File: src/rtl/udp_rx_pkg.sv
// Shared encodings and defaults for the UDP receive payload checker and its
// optional loopback echo path.
package udp_rx_pkg;

  typedef enum logic [2:0] {
    S_IDLE  = 3'b001,
    S_RECV  = 3'b010,
    S_CHECK = 3'b100
  } chk_state_e;

  typedef enum logic [2:0] {
    E_IDLE  = 3'b001,
    E_REQ   = 3'b010,
    E_WRITE = 3'b100
  } echo_state_e;

  localparam logic [159:0] TEST_STRING   = 160'h7777772E_6D657965_73656D69_2E636F6D_2020200A;
  localparam int           HDR_BYTES_DEF = 8;

  // Byte idx of a pattern whose first byte sits in the top bits.
  function automatic logic [7:0] pattern_byte(input logic [159:0] pat, input logic [15:0] idx);
    logic [159:0] shifted;
    shifted = pat << (8 * idx);
    return shifted[159:152];
  endfunction

  function automatic logic [15:0] sat_inc(input logic [15:0] v);
    return (v == 16'hFFFF) ? v : v + 16'd1;
  endfunction

endpackage

File: src/rtl/udp_rx_payload_checker_echo_buf.sv
// Echo payload buffer: simple dual-port byte RAM, one write port and a
// registered read port (one cycle read latency).
module udp_rx_echo_buf
  import udp_rx_pkg::*;
#(
  parameter int DEPTH = 64,
  parameter int AW    = $clog2(DEPTH)
) (
  input  logic          rgmii_clk,
  input  logic          rstn,
  input  logic          wr_en,
  input  logic [AW-1:0] wr_addr,
  input  logic [7:0]    wr_data,
  input  logic [AW-1:0] rd_addr,
  output logic [7:0]    rd_data
);

  logic [7:0] mem [DEPTH];
  logic [7:0] rd_data_q;

  always_ff @(posedge rgmii_clk) begin
    if (wr_en) mem[wr_addr] <= wr_data;
  end

  always_ff @(posedge rgmii_clk) begin
    if (!rstn) rd_data_q <= 8'h00;
    else       rd_data_q <= mem[rd_addr];
  end

  assign rd_data = rd_data_q;

endmodule

File: config.mk
export PLATFORM = sky130hd
export DESIGN_NAME = udp_rx_echo_buf
export DESIGN_NICKNAME = d
export VERILOG_FILES = /design/src/rtl/udp_rx_pkg.sv /design/src/rtl/udp_rx_payload_checker_echo_buf.sv
export SDC_FILE = /design/constraint.sdc
export NUM_CORES = 1
export LEC_CHECK = 0
export BUFFER_PORTS_ARGS = -buffer_cell sky130_fd_sc_hd__buf_2
export CORE_MARGIN = 2
export CORE_UTILIZATION = 60
export CTS_CLUSTER_DIAMETER = 50
export DETAILED_ROUTE_END_ITERATION = 16
export PLACE_DENSITY_LB_ADDON = 0.15
export SLEW_MARGIN = 20
export SYNTH_ARGS = -nofsm -noshare
export SYNTH_HDL_FRONTEND = slang
export SYNTH_SLANG_ARGS = --single-unit
File: constraint.sdc
create_clock -name rgmii_clk -period 5.5 [get_ports rgmii_clk]
set_input_delay 0.275 -clock rgmii_clk [delete_from_list [all_inputs] [get_ports rgmii_clk]]
set_output_delay 0.275 -clock rgmii_clk [all_outputs]
set_load 0.02 [all_outputs]
==> Yosys cells after proc, flatten, opt, wreduce, memory -nomap -nowiden <==
Memory sizes are Yosys's and may differ from the RTL's. A register that Yosys moved wholly into a read port is not among the register bits.
Index checks and enable logic that the tools add are counted.
{ "totals": {"ram_bits": 512, "regBits": 0, "mem_count": 1, "output_inout_bits": 8} }
{ "op_classes": {"n_reduce_logical": 1, "muxes": 2} }
{ "mem_list": {"columns": ["name", "words", "word_bits", "rd", "rd_ports_with_merged_regs", "write_ports", "line_no", "source"], "rows": [
  ["mem", 64, 8, 1, 1, 1, "udp_rx_payload_checker_echo_buf.sv:18", "logic [7:0] mem [DEPTH];"]
]} }
{ "ops": {"columns": ["operator", "n"], "rows": [
  ["$mux W1", 2],
  ["$logic_not A1 Y1", 1]
]} }

==> Longest topological paths before layout <==
Gate-level depths: netlist (run 1).
{ "logic_depth": {"ltp_word": 2, "ltp_mapped": 9, "ltp_nobuf": 5} }

==> Worst setup path before layout (run 1) <==
Ideal clock, no wire load.
{ "synth_timing": {"path_kind": "input -> register", "from": "input port wr_addr[5]", "to": "memory mem[48][0], enable pin", "path_buffers": 1, "cell_stages": 4, "t_arrival_ns": 1.543, "required_ns": 5.117, "setup_ns": 0.383, "setup_slack_ns": 3.573, "path_cell_list": "clkbuf_1 nand3_1 or3_1 nor3_1"} }
{ "synth_rtl": {"columns": ["element", "line_no", "source"], "rows": [
  ["from (decl)", "udp_rx_payload_checker_echo_buf.sv:12", "input logic [AW-1:0] wr_addr,"],
  ["to (decl)", "udp_rx_payload_checker_echo_buf.sv:18", null]
]} }
No word-level cell before the write port.

==> reports/results.tsv, run 1 <==
metric	value	unit
post-synth top area share	0.7626	
wire length per cell	30.44	um
Final setup viols	0	
Critical Path Sink Type	flip-flop	
post-synthesis sequential area ratio	0.7705	
Worst Setup Path Type	in2reg	
final setup margin	3.011	ns
global placement routability congestion	0.8659	
H-tree depth	2	
total negative setup slack	0	ns
critical path's top delay family	buffers and inverters	
I/O Pins	31	
CTS clk-pin slew, worst paths	0.06	ns
Avg Cell Area, Syn	21.27	um^2
area share of and/or/nand/nor cells after synthesis	0.03624	
Max IR drop VDD	313.2	uV
Synth-to-Final Area Change	10.95	%
Post-Synthesis Net Count	971	
grt peak-use layer	met2	
footprint of the multi-input gates	4284	um^2
Max transition margin	0.2817	
Pre-antenna DRT Iters	6	
hold crit path type	in2reg	
clk_lat worst skew	0.57	ns
Yosys cell types	45	
top cells by area, synth	edfxtp_1 (76%), mux4_2 (13%), nor2_1 (1.4%), o22ai_1 (0.84%), dfxtp_1 (0.79%)	
setup slack at placement	2.576	ns
met2 usage	0.4053	
Worst Hold Slack	0.2289	ns
Power Density	372.7	nW/um^2
fin util	0.6721	
main combinational cell family by area after synthesis	multiplexers	
first-pass GRT wire length	66770	um
CP Cell Sequence	buf_2 > buf_4 > mux4_2 > nor2b_1 > a211oi_1 > a2111oi_0 > a311o_1	
Post-Syn Area	20160	um^2
routed vias	9845	
mux cell area share after synthesis	0.1505	
CP max FO	36	
DRC	0	
vias in the first global route	9820	
Post-synth EDFFs	512	
Sw Share	0.2067	
Yosys reg bits	520	
DP HPWL	27050	um
post-route minimum period	2.489	ns
Most used DFF post-synth	edfxtp_1	
chip height	187.3	um
Logic pwr share	0.048	
slowest CP cell	buf_2	
Worst Clk Skew	0.02561	ns
proportion of power drawn by flip-flops and latches	0.528	
Psw	1723	uW
Least-Margin Pin Slew	1.074	ns
layout cells sized above 1	0.2425	
met3 usage	0.05141	
CTS Buf Count	51	
share of total power in the clock network	0.425	
internal power	6613	uW
die area	35090	um^2
initial antenna violation count	1	
Die Wd	187.3	um
post-route clock period utilization	0.4525	
outcome	completed	
Worst Path Arrival	2.94	ns
Placed Area	20640	um^2
asr flop ratio synth	0	
Worst path max stage delay	0.69	ns
FP Rows	67	
CP required	5.95	ns
detail-routed via count per cell	6.652	
Initial Util	0.6058	
Tot GR Track Use	0.2646	
CP bufs+invs	2	
largest net degree at the start of global routing	67	
warnings from Yosys	0	
Final Max Slew Viols	0	
post-synth top area cell	edfxtp_1	
Post-DRT Antenna Nets	0	
initial DRC count	1228	
number of setup buffers added after CTS	0	
clock root cell	clkbuf_16	
FMAX	401.8	MHz
Post-Synthesis Cells	948	
Sink Count	520	
Fill cells	2113	
grt ovf	0	
Synth Area in XOR/XNOR	0	
Finished Cell Area	22370	um^2
startpoint types	primary input	
TritonCTS clock tree	yes	
clk buf depth	3	
WL final	45060	um
Port Buffers	30	
Max Cap Viol	0	
final hold violations	0	
post-synthesis adder-cell area fraction	0	
CTS resizes	0	
RSZ-0062 raised after global routing	false	
post-synthesis compound-gate area fraction	0.02575	
Core Footprint	33280	um^2
Net count, final	1012	
Reg area	15530	um^2
Leak	0.006969	uW
met1 Use GR	0.3909	
Hold Buf Count CTS	0	
## tightest hold or removal path, delay by kind of cell
family | cells | cell delay, ns
AOI/OAI and AO/OA | 2 | 0.22
buffers and inverters | 1 | 0.11
and+or+nand+nor | 1 | 0.12
## sequential cells by signal (all words and copies together), names as in the netlist
name / flops
mem: 512
rd_data: 8
## final cells by class
cell class	count	area share
multi-input cells	376	0.1915
flip-flops and latches	520	0.6945
inverters	1	0.0001678
diodes	1	0.0001119
repair buffers	39	0.01214
well taps	448	0.02506
clock inverters	34	0.01589
clock buffers	61	0.06063
## cells in the mapped netlist (all sizes together) (3+ instances only)
| cell | count |
|---|---|
| mux4 | 124 |
| edfxtp | 512 |
| nor2b | 12 |
| o311ai | 3 |
| or2 | 4 |
| dfxtp | 8 |
| mux2i | 14 |
| o2111ai | 3 |
| a21oi | 3 |
| nand3 | 15 |
| nand2b | 8 |
| nor3 | 4 |
| nor2 | 74 |
| a211oi | 7 |
| mux2 | 7 |
| clkbuf | 17 |
| nor4 | 4 |
| or3 | 4 |
| nand2 | 24 |
| o221ai | 7 |
| o21ai | 10 |
| a22oi | 3 |
| buf | 34 |
| o22ai | 27 |
## cell families (layout without fill, tap and decap cells)
group	count (synthesis)	count (layout)
flip-flops	520	520
AND/OR/NAND/NOR	158	158
multiplexers	145	145
AO/OA/AOI/OAI	73	73
buffers and inverters	52	135
other	0	1
## per-stage QoR
stage	total power, uW	instances
5_1_grt	8543	1480
3_3_place_gp	4872	1384
3_5_place_dp	4877	1384
2_1_floorplan	4711	948
4_1_cts	8368	1479
6_report	8336	1480
## final timing paths
check / slack [ns] / cells past startpoint / startpoint / end
max: 3.01 / 7 / rd_addr[2] / rd_data[2]$_SDFF_PN0_
min: 0.23 / 4 / rd_addr[5] / rd_data[6]$_SDFF_PN0_
max reg2reg: 3.38 / 5 / mem[6][2]$_DFFE_PP_ / rd_data[2]$_SDFF_PN0_
min reg2reg: 0.90 / 4 / mem[46][6]$_DFFE_PP_ / rd_data[6]$_SDFF_PN0_
## cell usage in the layout, fill, tap and decap left out, types with 12 or more instances in the layout
cell type  Yosys  routed
o22ai_1       27      27
clkbuf_16      0      53
buf_4         10      15
nor2_1        74      74
buf_2         14      21
mux2i_1       14      14
nand3_1       15      15
edfxtp_1     512     512
nand2_1       24      24
clkinv_2       0      14
mux4_2       118     118
nor2b_1       12      12
## metal layers
layer / vias up / routed length, um / share of wire
li1: 4052 / - / -
met1: 5149 / 18300 / 0.41
met2: 542 / 21420 / 0.48
met3: 102 / 3925 / 0.087
met4: 0 / 1413 / 0.031
met5: - / 0 / 0
## power by group through the flow
| stage | Clock, uW | Sequential [uW] | Combinational, uW |
|---|---|---|---|
| after global placement | 0 | 4480 | 390 |
| after CTS | 3570 | 4400 | 395 |
| after detailed placement | 0 | 4480 | 393 |
| final | 3540 | 4400 | 397 |
| after floorplan | 0 | 4480 | 228 |
| after global routing | 3720 | 4400 | 421 |
Note: power is estimated with default switching activity, not from simulation.
==> run 2, diff against run 1 <==
--- a/config.mk
+++ b/config.mk
@@ -5,6 +5,7 @@
 export SDC_FILE = /design/constraint.sdc
 export NUM_CORES = 1
 export LEC_CHECK = 0
+export ABC_AREA = 1
 export BUFFER_PORTS_ARGS = -buffer_cell sky130_fd_sc_hd__buf_2
 export CORE_MARGIN = 2
 export CORE_UTILIZATION = 60
==> constraint.sdc (replaced) <==
create_clock -name rgmii_clk -period 2.6 [get_ports rgmii_clk]
set_input_delay 0.13 -clock rgmii_clk [delete_from_list [all_inputs] [get_ports rgmii_clk]]
set_output_delay 0.13 -clock rgmii_clk [all_outputs]
set_load 0.02 [all_outputs]
==> reports/results.tsv, run 2 <==
metric	value	unit
outcome	completed	
Avg Cell Area, Syn	11.77	um^2
Post-synth top cells	nand2_1 (640), edfxtp_1 (512), nand3_1 (439)	
top cells by area, synth	edfxtp_1 (72%), nand2_1 (11%), nand3_1 (10%), buf_6 (1.2%), nor2_1 (0.99%)	
Placed Area	22130	um^2
H-tree depth	2	
Finished Cell Area	23700	um^2
CP required	3.12	ns
post-synth top area share	0.7232	
post-route minimum period	2.036	ns
vias in the first global route	13564	
hold crit path type	in2reg	
commonest non-fill, non-tap cell in the layout	nand2_1	
clock root cell	clkbuf_16	
Tot GR Track Use	0.2974	
Initial Util	0.6124	
CP max FO	172	
most frequent cells in the layout	nand2_1 (640), edfxtp_1 (512), nand3_1 (439)	
Fill cells	2482	
Max Cap Viol	0	
FMAX	491.1	MHz
post-synth top area cell	edfxtp_1	
Die Wd	192.2	um
Post-Syn Area	21260	um^2
post-synthesis sequential area ratio	0.7307	
first-pass GRT wire length	80410	um
chip height	192.2	um
clk buf depth	3	
Final Non-Filler Cells	2364	
Core Footprint	34710	um^2
initial antenna violation count	0	
layout cells sized above 1	0.09848	
Post-Synthesis Net Count	1829	
Max transition margin	0.4102	
RSZ-0062 raised after global routing	false	
total negative setup slack	0	ns
post-route clock period utilization	0.7832	
clk_lat worst skew	0.59	ns
internal power	13360	uW
max reg flops	512	
CTS resizes	0	
most numerous cell in the Yosys netlist	nand2_1	
Least-Margin Pin Slew	0.8847	ns
post-synthesis adder-cell area fraction	0	
setup slack at placement	0.5501	ns
I/O Pins	31	
Net count, final	1894	
routed vias	14207	
asr flop ratio synth	0	
Post-Synthesis Cells	1806	
WL final	53210	um
startpoint types	primary input	
# diodes	0	
grt ovf	0	
share of total power in the clock network	0.395	
final hold violations	0	
Critical Path Sink Type	flip-flop	
Synth Area in XOR/XNOR	0	
final setup margin	0.5636	ns
FP Rows	68	
Sw Share	0.2248	
Post-synth EDFFs	512	
mux cell area share after synthesis	0	
detail-routed via count per cell	6.010	
dpl cells	2269	
initial DRC count	1754	
Power Density	727.4	nW/um^2
Max IR drop VDD	694.1	uV
Worst Setup Path Type	in2reg	
Most used DFF post-synth	edfxtp_1	
area share of and/or/nand/nor cells after synthesis	0.2312	
Final Max Slew Viols	0	
CTS clk-pin slew, worst paths	0.06	ns
Yosys cell types	18	
Port Buffers	30	
warnings from Yosys	0	
largest net degree at the start of global routing	173	
Worst Path Arrival	2.56	ns
Pre-antenna DRT Iters	5	
wire length per cell	22.51	um
post-synthesis compound-gate area fraction	0.001883	
Most flops, register	mem	
Psw	3874	uW
die area	36950	um^2
Logic pwr share	0.066	
Leak	0.008641	uW
Post-DRT Antenna Nets	0	
global placement routability congestion	0.8504	
Synth-to-Final Area Change	11.47	%
Yosys reg bits	520	
Sink Count	520	
CTS Buf Count	51	
main combinational cell family by area after synthesis	simple AND/OR/NAND/NOR gates	
DRC	0	
DP HPWL	30440	um
Final setup viols	0	
Worst Clk Skew	0.01798	ns
proportion of power drawn by flip-flops and latches	0.539	
TritonCTS clock tree	yes	
-- run 2: cell count changes after synthesis, moves of 14 or more --
cell,change
o22ai_1,-27
mux2i_1,-14
mux4_2,-118
nand3_1,+424
buf_2,+16
nor2_1,-18
buf_6,+15
nand2_1,+616
buf_1,+21
-- run 2: path summary, 6_finish.rpt --
| path | slack (ns) | depth (start not counted) | startpoint | to |
|---|---|---|---|---|
| worst max-delay path | 0.56 | 11 | rd_addr[0] | rd_data[7]$_SDFF_PN0_ |
| worst min-delay path | 0.04 | 1 | wr_data[0] | mem[19][0]$_DFFE_PP_ |
| worst max register to register | 0.62 | 9 | mem[25][7]$_DFFE_PP_ | rd_data[7]$_SDFF_PN0_ |
| worst min register to register | 0.92 | 8 | mem[48][3]$_DFFE_PP_ | rd_data[3]$_SDFF_PN0_ |
-- run 2: power by group through the flow --
stage	Clock (uW)	Sequential (uW)	Combinational [uW]
3_5_place_dp	0	9470	1110
3_3_place_gp	0	9470	1100
4_1_cts	6860	9290	1120
5_1_grt	7180	9290	1220
6_report	6810	9290	1130
2_1_floorplan	0	9480	635
-- run 2: logic make-up after synthesis --
logic type,Yosys count
and+or+nand+nor,1152
DFF,520
buffers and inverters,126
AOI/OAI and AO/OA,8
-- run 2: per-layer routing --
| layer | wire length [um] | global-route usage |
|---|---|---|
| met1 | 21350 | 0.4210 |
| met2 | 25240 | 0.4690 |
| met3 | 4808 | 0.04933 |
| met4 | 1818 | 0.1119 |
| met5 | 0 | 0 |
-- run 2: area by class of cell --
class,count,area (um^2),share of cell area
multi-input combinational,1160,4956,0.2091
sequential,520,15530,0.6556
timing repair buffer,125,1057,0.04462
inverter,13,56.30,0.002376
clock buffer,63,1364,0.05755
tap,455,569.3,0.02402
clock inverter,28,158.9,0.006706
-- run 2: what timing repair did --
action / 4_1_cts / 5_1_grt
buffers inserted: 0 / 0
endpoints found under the hold margin: 9 / 0
hold buffers: 4 / 0
-- run 2: worst max-delay path: stages --
cell and delay (ns):
buf_6 0.11, buf_12 0.49, nand2_1 0.10, nand3_1 0.14
nand3_1 0.08, nand2_1 0.13, nand2_1 0.08, nand3_1 0.12
nand3_1 0.19, a21oi_1 0.21, dlygate4sd3_1 0.56
-- run 2: per-stage QoR --
stage          hold WS, ns    util  power (uW)
2_1_floorplan       0.2289       -       10110
3_3_place_gp        0.5241  0.6376       10570
3_5_place_dp        0.5250  0.6376       10580
4_1_cts            0.01695  0.6826       17280
5_1_grt            0.03148  0.6826       17700
6_report           0.04151  0.6826       17240
==> run 3, diff against run 2 <==
==> constraint.sdc (replaced) <==
create_clock -name rgmii_clk -period 2 [get_ports rgmii_clk]
set_input_delay 0.1 -clock rgmii_clk [delete_from_list [all_inputs] [get_ports rgmii_clk]]
set_output_delay 0.1 -clock rgmii_clk [all_outputs]
set_load 0.02 [all_outputs]
==> reports/results.tsv, run 3 (same netlist as run 2, synthesis figures left out) <==
metric	value	unit
outcome	completed	
Net count, final	1916	
I/O Pins	31	
Sink Count	520	
clk_lat worst skew	0.61	ns
first-pass GRT wire length	80570	um
die area	36950	um^2
initial antenna violation count	2	
dpl cells	2290	
Tot GR Track Use	0.2950	
Least-Margin Pin Slew	1.031	ns
WL final	52360	um
hold path endpoint	mem[16][0]$_DFFE_PP_	
hold depth	1	
wire length per cell	21.92	um
Max IR drop VDD	906.9	uV
CTS resizes	0	
Hold Buf Count CTS	5	
global placement routability congestion	0.8615	
clock root cell	clkbuf_16	
Worst Setup Path Type	reg2reg	
Post-DRT Antenna Nets	0	
Port Buffers	30	
Synth-to-Final Area Change	12.48	%
setup slack at placement	0.2290	ns
startpoint types	flip-flop	
CTS Buf Count	51	
RSZ-0062 raised after global routing	false	
Critical Path Sink Type	flip-flop	
Pre-antenna DRT Iters	6	
detail-routed via count per cell	5.928	
chip height	192.2	um
TritonCTS clock tree	yes	
most frequent cells in the layout	nand2_1 (640), edfxtp_1 (512), nand3_1 (439)	
CP max FO	1	
largest net degree at the start of global routing	74	
Max Cap Viol	0	
Worst Clk Skew	0.02688	ns
R2R Path End	rd_data[7]$_SDFF_PN0_	
reg-to-reg startpoint	mem[23][7]$_DFFE_PP_	
FMAX	560.9	MHz
number of setup buffers added after CTS	0	
CP required	2.49	ns
Initial Util	0.6124	
Max transition margin	0.3125	
final setup margin	0.2171	ns
DRC	0	
vias in the first global route	13599	
FP Rows	68	
DP HPWL	30700	um
H-tree depth	2	
total negative setup slack	0	ns
Core Footprint	34710	um^2
Final Non-Filler Cells	2388	
grt ovf	0	
Die Wd	192.2	um
commonest non-fill, non-tap cell in the layout	nand2_1	
Worst Path Arrival	2.28	ns
routed vias	14155	
overall power	22420	uW
Worst R2R Setup Slack	0.22	ns
initial DRC count	1644	
Final setup viols	0	
HP Start	wr_data[0]	
post-route minimum period	1.783	ns
clk buf depth	3	
Power Density	937.8	nW/um^2
hold crit path type	in2reg	
Leak	0.008779	uW
R2R cell count	9	
Most flops, register	mem	
layout cells sized above 1	0.1103	
max reg flops	512	
CTS clk-pin slew, worst paths	0.06	ns
Final Max Slew Viols	0	
final hold violations	0	
post-route clock period utilization	0.8914	
-- run 3: changes by cell type in the layout (fill, tap and decap cells not counted), sizes merged, moves of 2 or more --
cell and delta:
buf +21, clkbuf +6, clkinv -8, clkinvlp -2, diode +2, inv +4
-- run 3: area by class of cell --
class	instances	area, um^2
inverter	13	56.30
tap	455	569.3
clock buffer	69	1384
sequential	520	15530
clock inverter	22	141.4
multi-input combinational	1160	4956
timing repair buffer	147	1265
fill	2499	10800
antenna	2	5.005
-- run 3: worst max-delay path by stage --
stage,startpoint,to,depth (start not counted)
after detailed placement,rd_addr[0],rd_data[4]$_SDFF_PN0_,11
after global placement,rd_addr[0],rd_data[3]$_SDFF_PN0_,11
after global routing,mem[52][7]$_DFFE_PP_,rd_data[7]$_SDFF_PN0_,9
final,mem[23][7]$_DFFE_PP_,rd_data[7]$_SDFF_PN0_,9
after CTS,mem[23][7]$_DFFE_PP_,rd_data[7]$_SDFF_PN0_,9
after floorplan,wr_en,mem[48][0]$_DFFE_PP_,3
-- run 3: stage by stage --
step | util | hold WS (ns) | instance area, um^2
after floorplan | - | 0.1989 | 21260
after global placement | 0.6432 | 0.4879 | 22330
after detailed placement | 0.6432 | 0.5018 | 22330
after CTS | 0.6886 | 0.002163 | 23900
after global routing | 0.6888 | 0.01637 | 23910
final | 0.6888 | 0.02782 | 23910
-- run 3: layer usage --
layer | vias to the layer above | part of all wire | routed length (um) | GRT usage
met5 | - | 0 | 0 | 0
met4 | 0 | 0.030 | 1545 | 0.1025
met3 | 111 | 0.094 | 4945 | 0.05244
met2 | 735 | 0.47 | 24690 | 0.4575
met1 | 6772 | 0.40 | 21170 | 0.4264
li1 | 6537 | - | - | -
-- run 3: report_power, final --
group	internal, uW	switching [uW]	total (uW)
combinational	400	1070	1470
sequential	12100	30.6	12100
clock	4960	3910	8870
total	17400	5010	22400
-- run 3: worst max-delay path: stages, from the launching register on --
cell and delay, ns:
edfxtp_1 0.36, nand2_1 0.08, nand3_1 0.10, nand3_1 0.12
nand2_1 0.08, nand2_1 0.08, nand3_1 0.09, nand3_1 0.13
a21oi_1 0.08, dlygate4sd3_1 0.57
